--- config.mk ---
export PLATFORM = sky130hd
export DESIGN_NAME = seq_restoring_divider_16bit
export DESIGN_NICKNAME = d
export VERILOG_FILES = /design/src/rtl/seq_restoring_divider_16bit.sv
export SDC_FILE = /design/constraint.sdc
export NUM_CORES = 1
export LEC_CHECK = 0
export CAP_MARGIN = 20
export CORE_MARGIN = 2
export CORE_UTILIZATION = 50
export DETAILED_ROUTE_END_ITERATION = 10
export PLACE_DENSITY = 0.77
export SLEW_MARGIN = 20
export SYNTH_ARGS = -nofsm -noshare
export SYNTH_HDL_FRONTEND = slang
export SYNTH_SLANG_ARGS = --single-unit
--- constraint.sdc ---
create_clock -name clk -period 2.9 [get_ports clk]
set_input_delay 0.435 -clock clk [delete_from_list [all_inputs] [get_ports clk]]
set_output_delay 0.435 -clock clk [all_outputs]
set_load 0.005 [all_outputs]
--- src/rtl/seq_restoring_divider_16bit.sv ---
// Multi-cycle restoring divider: one quotient bit per clock, registered results with a valid pulse.
// Define DIV_SIGNED_EN for two's-complement operands (adds a sign fix-up cycle).
module seq_restoring_divider_16bit #(
  parameter int DATA_WIDTH = 8
) (
  input  logic                      clk,
  input  logic                      rst_n,
  input  logic                      start,
  input  logic [2*DATA_WIDTH-1:0]   inData_A,
  input  logic [2*DATA_WIDTH-1:0]   inData_B,
  output logic                      ready,
  output logic [2*DATA_WIDTH-1:0]   outQuot,
  output logic [2*DATA_WIDTH-1:0]   outRem,
  output logic                      valid,
  output logic                      div_by_zero
);

  localparam int W  = 2 * DATA_WIDTH;
  localparam int CW = $clog2(W);

  typedef enum logic [1:0] {
    S_IDLE,
    S_CALC,
    S_FIX,
    S_DONE
  } state_e;

  state_e          state_q, state_d;
  logic [CW-1:0]   cnt_q;
  logic [W-1:0]    a_q;       // dividend shifting out, quotient bits shifting in
  logic [W-1:0]    b_q;
  logic [W-1:0]    r_q;
  logic            dbz_q;
  logic [W-1:0]    quot_q;
  logic [W-1:0]    rem_q;
  logic            dbz_out_q;
  logic            valid_q;

  logic            b_zero;
  logic [W-1:0]    a_load;
  logic [W-1:0]    b_load;
  logic [W-1:0]    r_shift;
  logic [W:0]      trial;
  logic            borrow;

`ifdef DIV_SIGNED_EN
  logic            q_neg_q;
  logic            r_neg_q;

  // Divide magnitudes; a zero divisor keeps the raw dividend for the remainder output.
  assign b_zero = (inData_B == '0);
  assign b_load = inData_B[W-1] ? -inData_B : inData_B;
  assign a_load = (inData_A[W-1] && !b_zero) ? -inData_A : inData_A;
`else
  assign b_zero = (inData_B == '0);
  assign b_load = inData_B;
  assign a_load = inData_A;
`endif

  // R only reaches W-1 significant bits within W iterations, so the dropped MSB is always zero.
  assign r_shift = {r_q[W-2:0], a_q[W-1]};
  assign trial   = {1'b0, r_shift} - {1'b0, b_q};
  assign borrow  = trial[W];

  // State register.
  always_ff @(posedge clk) begin
    // NOTE: reset is synchronous, so it lives inside the clocked branch and uses <= like all state.
    if (!rst_n) begin
      state_q <= S_IDLE;
    end else begin
      state_q <= state_d;
    end
  end

  // Next-state logic.
  always_comb begin
    // NOTE: default assignment first so every path drives state_d and no latch is inferred.
    state_d = state_q;
    case (state_q)
      S_IDLE: begin
        if (start) begin
          state_d = b_zero ? S_DONE : S_CALC;
        end
      end
      S_CALC: begin
        if (cnt_q == CW'(W - 1)) begin
`ifdef DIV_SIGNED_EN
          state_d = S_FIX;
`else
          state_d = S_DONE;
`endif
        end
      end
      S_FIX:   state_d = S_DONE;
      S_DONE:  state_d = S_IDLE;
      default: state_d = S_IDLE;
    endcase
  end

  // Outputs.
  always_comb begin
    ready       = (state_q == S_IDLE);
    valid       = valid_q;
    outQuot     = quot_q;
    outRem      = rem_q;
    div_by_zero = dbz_out_q;
  end

  // Datapath.
  always_ff @(posedge clk) begin
    if (!rst_n) begin
      cnt_q     <= '0;
      a_q       <= '0;
      b_q       <= '0;
      r_q       <= '0;
      dbz_q     <= 1'b0;
      quot_q    <= '0;
      rem_q     <= '0;
      dbz_out_q <= 1'b0;
      valid_q   <= 1'b0;
`ifdef DIV_SIGNED_EN
      q_neg_q   <= 1'b0;
      r_neg_q   <= 1'b0;
`endif
    end else begin
      valid_q <= (state_q == S_DONE);
      case (state_q)
        S_IDLE: begin
          if (start) begin
            cnt_q <= '0;
            a_q   <= a_load;
            b_q   <= b_load;
            r_q   <= '0;
            dbz_q <= b_zero;
`ifdef DIV_SIGNED_EN
            q_neg_q <= inData_A[W-1] ^ inData_B[W-1];
            r_neg_q <= inData_A[W-1];
`endif
          end
        end
        S_CALC: begin
          cnt_q <= cnt_q + 1'b1;
          a_q   <= {a_q[W-2:0], ~borrow};
          r_q   <= borrow ? r_shift : trial[W-1:0];
        end
`ifdef DIV_SIGNED_EN
        S_FIX: begin
          if (q_neg_q) a_q <= -a_q;
          if (r_neg_q) r_q <= -r_q;
        end
`endif
        S_DONE: begin
          quot_q    <= dbz_q ? '1 : a_q;
          rem_q     <= dbz_q ? a_q : r_q;
          dbz_out_q <= dbz_q;
        end
        default: ;
      endcase
    end
  end

endmodule
==> After elaboration in Yosys (flattened, before gate mapping) <==
Index checks and enable logic that the tools add are counted.
{ "op_classes": {"n_addsub": 2, "eq_ne": 6, "muxes": 13, "n_bitwise": 1, "n_reduce_logical": 6} }
{ "ops": {"columns": ["cell", "n"], "rows": [
  ["16-bit 2-to-1 mux", 5],
  ["16-bit case mux with 2 select lines", 2],
  ["16-bit by 16-bit subtractor with 17-bit output", 1],
  ["16-bit logical NOT", 1],
  ["2-bit case mux with 4 select lines", 1],
  ["4-bit case mux with 2 select lines", 1],
  ["2-bit 2-to-1 mux", 3],
  ["2-bit AND reduction", 3],
  ["4-bit by 1-bit adder with 4-bit output, second input constant", 1],
  ["2-bit == test, second input constant", 2],
  ["4-bit == test, second input constant", 1],
  ["4-bit 2-to-1 mux", 1],
  ["2-bit inequality test, second input constant", 2],
  ["2-bit by 1-bit == test with 1-bit output, second input constant", 1],
  ["2-bit logical NOT", 1],
  ["2-bit nonzero test", 1],
  ["1-bit NOT", 1]
]} }
{ "totals": {"ff_bits": 89, "inputBits": 35, "output_inout_bits": 35, "elab_cells": 38} }

==> Logic depth before layout (Yosys ltp) <==
Gate-level depths: netlist (run 1).
{ "depth": {"depth_word": 4, "mapped_depth": 11, "ltp_nobuf": 10} }

==> Worst setup path after synthesis (run 1) <==
Ideal clock, no wire load.
{ "synth_path": {"path_kind": "register to register", "from": "reg a_q[15]", "to": "reg r_q[6]", "setup_ns": 0.062, "arrival_time_ns": 2.211, "required_time_ns": 2.838, "path_slack_ns": 0.627, "stages_incl_launch_ff": 11, "path_buffers": 0, "synth_period_minus_slack_ns": 2.273, "path_cell_list": "dfxtp_1 > inv_1 > ha_1 > fa_1 > and2b_1 > o2111ai_2 > nand2_2 > a211oi_4 > o2bb2ai_2 > or4_1 > nand3_1"} }
{ "synth_via": {"elab_chain_len": 3} }
{ "synth_rtl": {"columns": ["item", "line", "rtl"], "rows": [
  ["from (decl)", "30", "logic [W-1:0] a_q;"],
  ["from (signal assigned)", "131", "a_q <= a_load;"],
  ["from (signal assigned)", "143", "a_q <= {a_q[W-2:0], ~borrow};"],
  ["16-bit by 16-bit subtractor with 17-bit output", "62", "assign trial = {1'b0, r_shift} - {1'b0, b_q};"],
  ["16-bit 2-to-1 mux", "144", "r_q <= borrow ? r_shift : trial[W-1:0];"],
  ["16-bit case mux with 2 select lines", "127", "case (state_q)"],
  ["to (signal assigned)", "144", null],
  ["to (decl)", "32", "logic [W-1:0] r_q;"]
]} }
No other way between the ends.
A chain may end at the register's enable or synchronous reset.

==> Final worst setup path (run 1) <==
{ "layout_path": {"from": "reg a_q[15]", "to": "reg r_q[12]"} }
The elaborated chain is that of the path after synthesis.

==> impl_metrics.ini, run 1 <==
[clocking]
cts_root_buf = clkbuf_8
cts_buffers = 9
max-clock-path-buffers = 2
post_cts_buffers = 0
clock_latency_ns = 0.36
clk_pin_slew_ns = 0.10
cts_resized = 0
cts.hold.buffers_added = 0
cts_tree = built
cts_max_level = 3
cts_sinks = 89

[min_path]
holdPathStages = 2
min_path_type = in -> reg
whs_endpoint = dbz_q
min_from = rst_n

[worst_setup_path]
rr_endpoint = r_q[12]
cpMaxStageDelayCell = a2bb2oi_2
r2r-start = a_q[15]
cp_data_arrival_time_ns = 2.91
end_kind = register
path_delay_family = compound AO/OA/AOI/OAI gates
critical_path_required_ns = 3.20
worstSetupStartpointType = register
slowest_delay_ns = 0.43
worstPathCellList = inv_1 > ha_1 > fa_1 > and2b_1 > o2111ai_2 > nand2_2 > a211oi_4 > a2bb2oi_2 > buf_4 > o21ai_1 > a21boi_1
critPathKind = reg -> reg
ff2ff_path_depth = 11
critPathMaxFanout = 8
r2r_setup_slack_ns = 0.29
cp_num_buf_inv = 2

[die]
dieWidth_microns = 100
start_util = 0.507
ios = 70
dieArea_sq_mm = 0.0100
coreArea_sq_mm = 0.00911
die_h_microns = 100
rows = 35

[grt]
grt_first_pass_wirelength_mm = 18.4
grt_max_degree = 71
grt_overflow_total = 0
grt_pass1_vias = 3747
antenna_found_initial = 0
globalRouteTotalUtil = 0.230

[placement]
numPortBuffers = 69
place_inst = 668
place.gp.congestion = 0.914
dp_hpwl_mm = 8.11

[synthesis]
yosysWarnings = 0
syn_nets = 570
syn_area_sq_mm = 0.00462
synthCells = 512
synth-async-reset-ratio = 0
ys.flop_type = dfxtp_1
synth-edff-count = 0
yosysUniqueCellTypes = 51
synth.avg_cell_area_sq_um = 9.01
ys_seq_area_frac = 0.386
ys_ff_latch = 89

[routing]
final_antenna_net_count = 0
wl_met2_mm = 5.25
vias = 3929
via_per_inst = 5.74
top_layer = met4
wl_per_cell_microns = 16.1
route.detailed.drc = 0
wirelength_mm = 11.0
wl_met1_mm = 4.96
drt_iter0_markers = 255
wl_met3_microns = 670
drtPass1Iterations = 4

[power_and_ir_drop]
power_leakage_nw = 2.36
seq_power_share = 0.335
pwr-share-comb = 0.509
p_clk_frac = 0.156
power.density_mw_per_mm2 = 914
p_switching_mw = 2.16
irDropWorstVdd_uv = 628
intPower_mw = 2.91
p_sw_frac = 0.426

[finish]
drive_above_1_share = 0.0890
synthToLayoutAreaGrowth_pct = 20.1
layout.cells.non_filler = 684
fillers = 807
mostFrequentLayoutCells = nand2_1, dfxtp_1, clkdlybuf4s50_1
nets = 626
final_common_cell = nand2_1
antenna_cells = 0

[sta]
max_slew_margin = 0.410
finalCritPeriodShare = 0.900
finalCriticalPeriod_ns = 2.61
finClkSkew_ns = 0.0181
finalSetupViolCount = 0
final_hold_viol_count = 0
drv_slew = 0
fmax_mhz = 383
final.setup.tns_ns = 0
rsz0062_at_grt = false
worst_slew_pin_slew_ns = 0.885

[job]
maxCapViolations = 0

[outcome]
status = finished, final reports clean
state kept, by name, summed over array words and instances, names as in the netlist:
register     cells
div_by_zero      1
dbz_q            1
b_q             16
cnt_q            4
r_q             16
state_q          2
a_q             16
outQuot         16
outRem          16
valid            1
final cells by class:
| type | instances | area (sq um) | share of cell area |
|---|---|---|---|
| clock buffers | 10 | 128 | 0.0230 |
| clock inverters | 6 | 50.0 | 0.00903 |
| inverters | 22 | 82.6 | 0.0149 |
| multi-input cells | 368 | 2610 | 0.471 |
| flip-flops and latches | 89 | 1780 | 0.321 |
| well taps | 111 | 139 | 0.0251 |
| repair buffers | 78 | 753 | 0.136 |
worst register-to-register path: stages, from the launching register on:
cell and delay (ns):
dfxtp_1 0.38, inv_1 0.08, ha_1 0.22, fa_1 0.40, and2b_1 0.25, o2111ai_2 0.14
nand2_2 0.14, a211oi_4 0.09, a2bb2oi_2 0.43, buf_4 0.24, o21ai_1 0.06, a21boi_1 0.13
routing by layer:
| layer | GRT usage | vias to the layer above |
|---|---|---|
| met5 | 0 | - |
| met4 | 0.0801 | 0 |
| met3 | 0.0348 | 12 |
| met2 | 0.383 | 125 |
| met1 | 0.304 | 1838 |
| li1 | - | 1954 |
Yosys cell counts (2+ instances only):
cell type / instances / area share
ha_1: 22 / 0.060
o21ai_1: 9 / 0.0098
nor4_1: 4 / 0.0054
buf_6: 2 / 0.0049
a21boi_1: 9 / 0.015
nor3_1: 5 / 0.0054
nand4_1: 2 / 0.0027
o221a_2: 15 / 0.037
o21a_1: 5 / 0.0081
a32oi_1: 5 / 0.0095
mux2i_1: 35 / 0.076
nand2b_1: 6 / 0.0081
nor2_1: 10 / 0.0081
o21ai_0: 12 / 0.013
and3_1: 2 / 0.0027
nand2_1: 90 / 0.073
a21o_1: 4 / 0.0065
o211a_1: 33 / 0.072
a21oi_1: 14 / 0.015
nand3_1: 25 / 0.027
inv_1: 22 / 0.018
clkbuf_1: 28 / 0.023
a22oi_1: 2 / 0.0033
and2_1: 6 / 0.0081
xor2_1: 3 / 0.0057
o211ai_1: 5 / 0.0081
a21boi_0: 11 / 0.018
buf_2: 2 / 0.0022
nor2b_1: 6 / 0.0081
nand4b_1: 2 / 0.0038
nand2_2: 2 / 0.0027
dfxtp_1: 89 / 0.39
xnor2_1: 6 / 0.011
a22o_1: 2 / 0.0038
kinds of logic (layout without fill, tap and decap cells):
group	count (synthesis)	after routing	synth area share
and+or+nand+nor	163	163	0.161
muxes	35	35	0.0759
DFF	89	89	0.386
AOI/OAI and AO/OA	138	138	0.247
adders and majority gates	23	23	0.0640
buffers and inverters	55	116	0.0493
xor gates and xnor gates	9	9	0.0171
per-stage QoR:
stage                     cell area, sq um  utilization  power [mW]  setup WS (ns)  hold WS (ns)
after floorplan                       4620            -        3.60          0.627         0.435
after global placement                5370        0.589        4.15          0.415         0.444
after detailed placement              5370        0.589        4.27          0.333         0.447
after CTS                             5540        0.609        5.05          0.299         0.371
after global routing                  5540        0.609        5.42         0.0900         0.389
final                                 5540        0.609        5.07          0.289         0.381
how the worst max path moves through the flow:
stage	from	to	slack, ns	cells past startpoint
floorplan	a_q[15]	r_q[6]	0.63	10
global placement	a_q[15]	r_q[6]	0.41	10
detailed placement	a_q[15]	r_q[12]	0.33	11
CTS	a_q[15]	r_q[12]	0.30	11
global route	a_q[15]	r_q[12]	0.09	11
finish	a_q[15]	r_q[12]	0.29	11
power groups by stage:
stage | Sequential [mW] | Clock (mW) | Combinational, mW
final | 1.70 | 0.790 | 2.58
after global routing | 1.73 | 0.852 | 2.85
after CTS | 1.69 | 0.804 | 2.56
after detailed placement | 1.72 | 0 | 2.55
after global placement | 1.71 | 0 | 2.44
after floorplan | 1.64 | 0 | 1.96
Note: power is estimated with default switching activity, not from simulation.
==> inputs of run 2 (changes only) <==
--- a/config.mk
+++ b/config.mk
@@ -5,7 +5,6 @@
 export SDC_FILE = /design/constraint.sdc
 export NUM_CORES = 1
 export LEC_CHECK = 0
-export CAP_MARGIN = 20
 export CORE_MARGIN = 2
 export CORE_UTILIZATION = 50
 export DETAILED_ROUTE_END_ITERATION = 10
==> results of run 2 <==
No change in the layout: final DEF, timing and power equal those of run 1.
==> inputs of run 3 (changes only) <==
--- a/config.mk
+++ b/config.mk
@@ -8,6 +8,7 @@
 export CORE_MARGIN = 2
 export CORE_UTILIZATION = 50
 export DETAILED_ROUTE_END_ITERATION = 10
+export HOLD_SLACK_MARGIN = 0.03
 export PLACE_DENSITY = 0.77
 export SLEW_MARGIN = 20
 export SYNTH_ARGS = -nofsm -noshare
==> constraint.sdc (replaced) <==
create_clock -name clk -period 2.9 [get_ports clk]
set_input_delay 0.29 -clock clk [delete_from_list [all_inputs] [get_ports clk]]
set_output_delay 0.29 -clock clk [all_outputs]
set_load 0.005 [all_outputs]
==> impl_metrics.ini, run 3 (synthesized netlist as in run 1, its figures left out) <==
[grt]
grt_max_degree = 43
grt_pass1_vias = 3685
grt_overflow_total = 0
antenna_found_initial = 0
globalRouteTotalUtil = 0.225
grt_first_pass_wirelength_mm = 18.0

[placement]
place.gp.congestion = 0.981
placed_area_sq_mm = 0.00536
place_inst = 667
dp_hpwl_mm = 8.07
dp_worst_setup_slack_ns = 0.250
numPortBuffers = 69

[die]
rows = 35
dieArea_sq_mm = 0.0100
coreArea_sq_mm = 0.00911
start_util = 0.507
die_h_microns = 100
ios = 70
dieWidth_microns = 100

[sta]
finalSetupViolCount = 0
final.setup.tns_ns = 0
finalCriticalPeriod_ns = 2.68
finalCritPeriodShare = 0.924
fmax_mhz = 373
drv_slew = 0
rsz0062_at_grt = false
finClkSkew_ns = 0.00878
fin_hold_ws_ns = 0.461
fin_ws_ns = 0.222
worst_slew_pin_slew_ns = 0.612
max_slew_margin = 0.592
final_hold_viol_count = 0

[job]
maxCapViolations = 0

[finish]
nets = 625
final_area_sq_mm = 0.00555
final_common_cell = nand2_1
synthToLayoutAreaGrowth_pct = 20.2
antenna_cells = 0
drive_above_1_share = 0.0892
layout.cells.non_filler = 683
mostFrequentLayoutCells = nand2_1, dfxtp_1, clkdlybuf4s50_1

[power_and_ir_drop]
power_leakage_nw = 2.36
irDropWorstVdd_uv = 594
p_switching_mw = 2.17
p_sw_frac = 0.430
power.density_mw_per_mm2 = 912
intPower_mw = 2.88
pwr-share-comb = 0.502
p_clk_frac = 0.162
seq_power_share = 0.336

[clocking]
cts_root_buf = clkbuf_8
clock_latency_ns = 0.36
cts_buffers = 9
clk_pin_slew_ns = 0.10
post_cts_buffers = 0
cts_tree = built
cts.hold.buffers_added = 0
cts_resized = 0
cts_sinks = 89
max-clock-path-buffers = 2
cts_max_level = 3

[outcome]
status = finished, final reports clean

[worst_setup_path]
ff2ff_path_depth = 10
critPathKind = reg -> reg
crit_end = r_q[1]
r2r_setup_slack_ns = 0.22
crit_start = a_q[15]
cp_data_arrival_time_ns = 2.94
critical_path_required_ns = 3.16
r2r-start = a_q[15]
rr_endpoint = r_q[1]
critPathMaxFanout = 10
end_kind = register
worstSetupStartpointType = register

[routing]
via_per_inst = 5.78
wirelength_mm = 11.0
vias = 3947
final_antenna_net_count = 0
wl_per_cell_microns = 16.1
drtPass1Iterations = 4
route.detailed.drc = 0
drt_iter0_markers = 176

[min_path]
min_path_type = reg -> reg
-- run 3: cell count changes in the layout (fill, tap and decap cells not counted), sizes merged --
cell,previous run,this run
buf,10,9
inv,24,25
clkbuf,10,9
-- run 3: routing by layer --
layer / wire length [microns] / share of wire / up-vias / GRT usage
li1: - / - / 1953 / -
met1: 5210 / 0.47 / 1887 / 0.300
met2: 5100 / 0.46 / 90 / 0.374
met3: 513 / 0.047 / 17 / 0.0397
met4: 199 / 0.018 / 0 / 0.0695
met5: 0 / 0 / - / 0
-- run 3: layout make-up --
cell class,instances,area [sq um]
Sequential cell,89,1780
Fill cell,813,3560
Tap cell,111,139
Inverter,22,82.6
Multi-Input combinational cell,368,2610
Clock inverter,7,63.8
Clock buffer,9,124
Timing Repair Buffer,77,746
-- run 3: worst min path at each step --
stage | startpoint | end | slack, ns | depth (start not counted)
floorplan | inData_B[11] | b_q[11] | 0.42 | 2
global placement | b_q[13] | b_q[13] | 0.44 | 2
detailed placement | b_q[13] | b_q[13] | 0.45 | 2
CTS | rst_n | state_q[0] | 0.46 | 2
global route | b_q[6] | b_q[6] | 0.49 | 2
finish | b_q[13] | b_q[13] | 0.46 | 2
-- run 3: power groups by stage --
| stage | sequential [mW] | clock [mW] | combinational (mW) |
|---|---|---|---|
| 2_1_floorplan | 1.64 | 0 | 1.96 |
| 3_3_place_gp | 1.71 | 0 | 2.44 |
| 3_5_place_dp | 1.73 | 0 | 2.51 |
| 4_1_cts | 1.70 | 0.829 | 2.52 |
| 5_1_grt | 1.73 | 0.879 | 2.80 |
| 6_report | 1.70 | 0.817 | 2.54 |
-- run 3: critical path, cell delays in order (launching register included) --
cell and delay (ns):
dfxtp_1 0.39, inv_1 0.08, ha_1 0.23, fa_1 0.40
and2b_1 0.24, o2111ai_2 0.14, nand2_2 0.14, a211oi_4 0.09
a2bb2oi_2 0.47, mux2i_1 0.17, a22o_1 0.22
-- run 3: per-stage QoR --
step,power (mW),util
2_1_floorplan,3.60,-
3_3_place_gp,4.15,0.588
3_5_place_dp,4.24,0.588
4_1_cts,5.05,0.609
5_1_grt,5.42,0.609
6_report,5.06,0.609
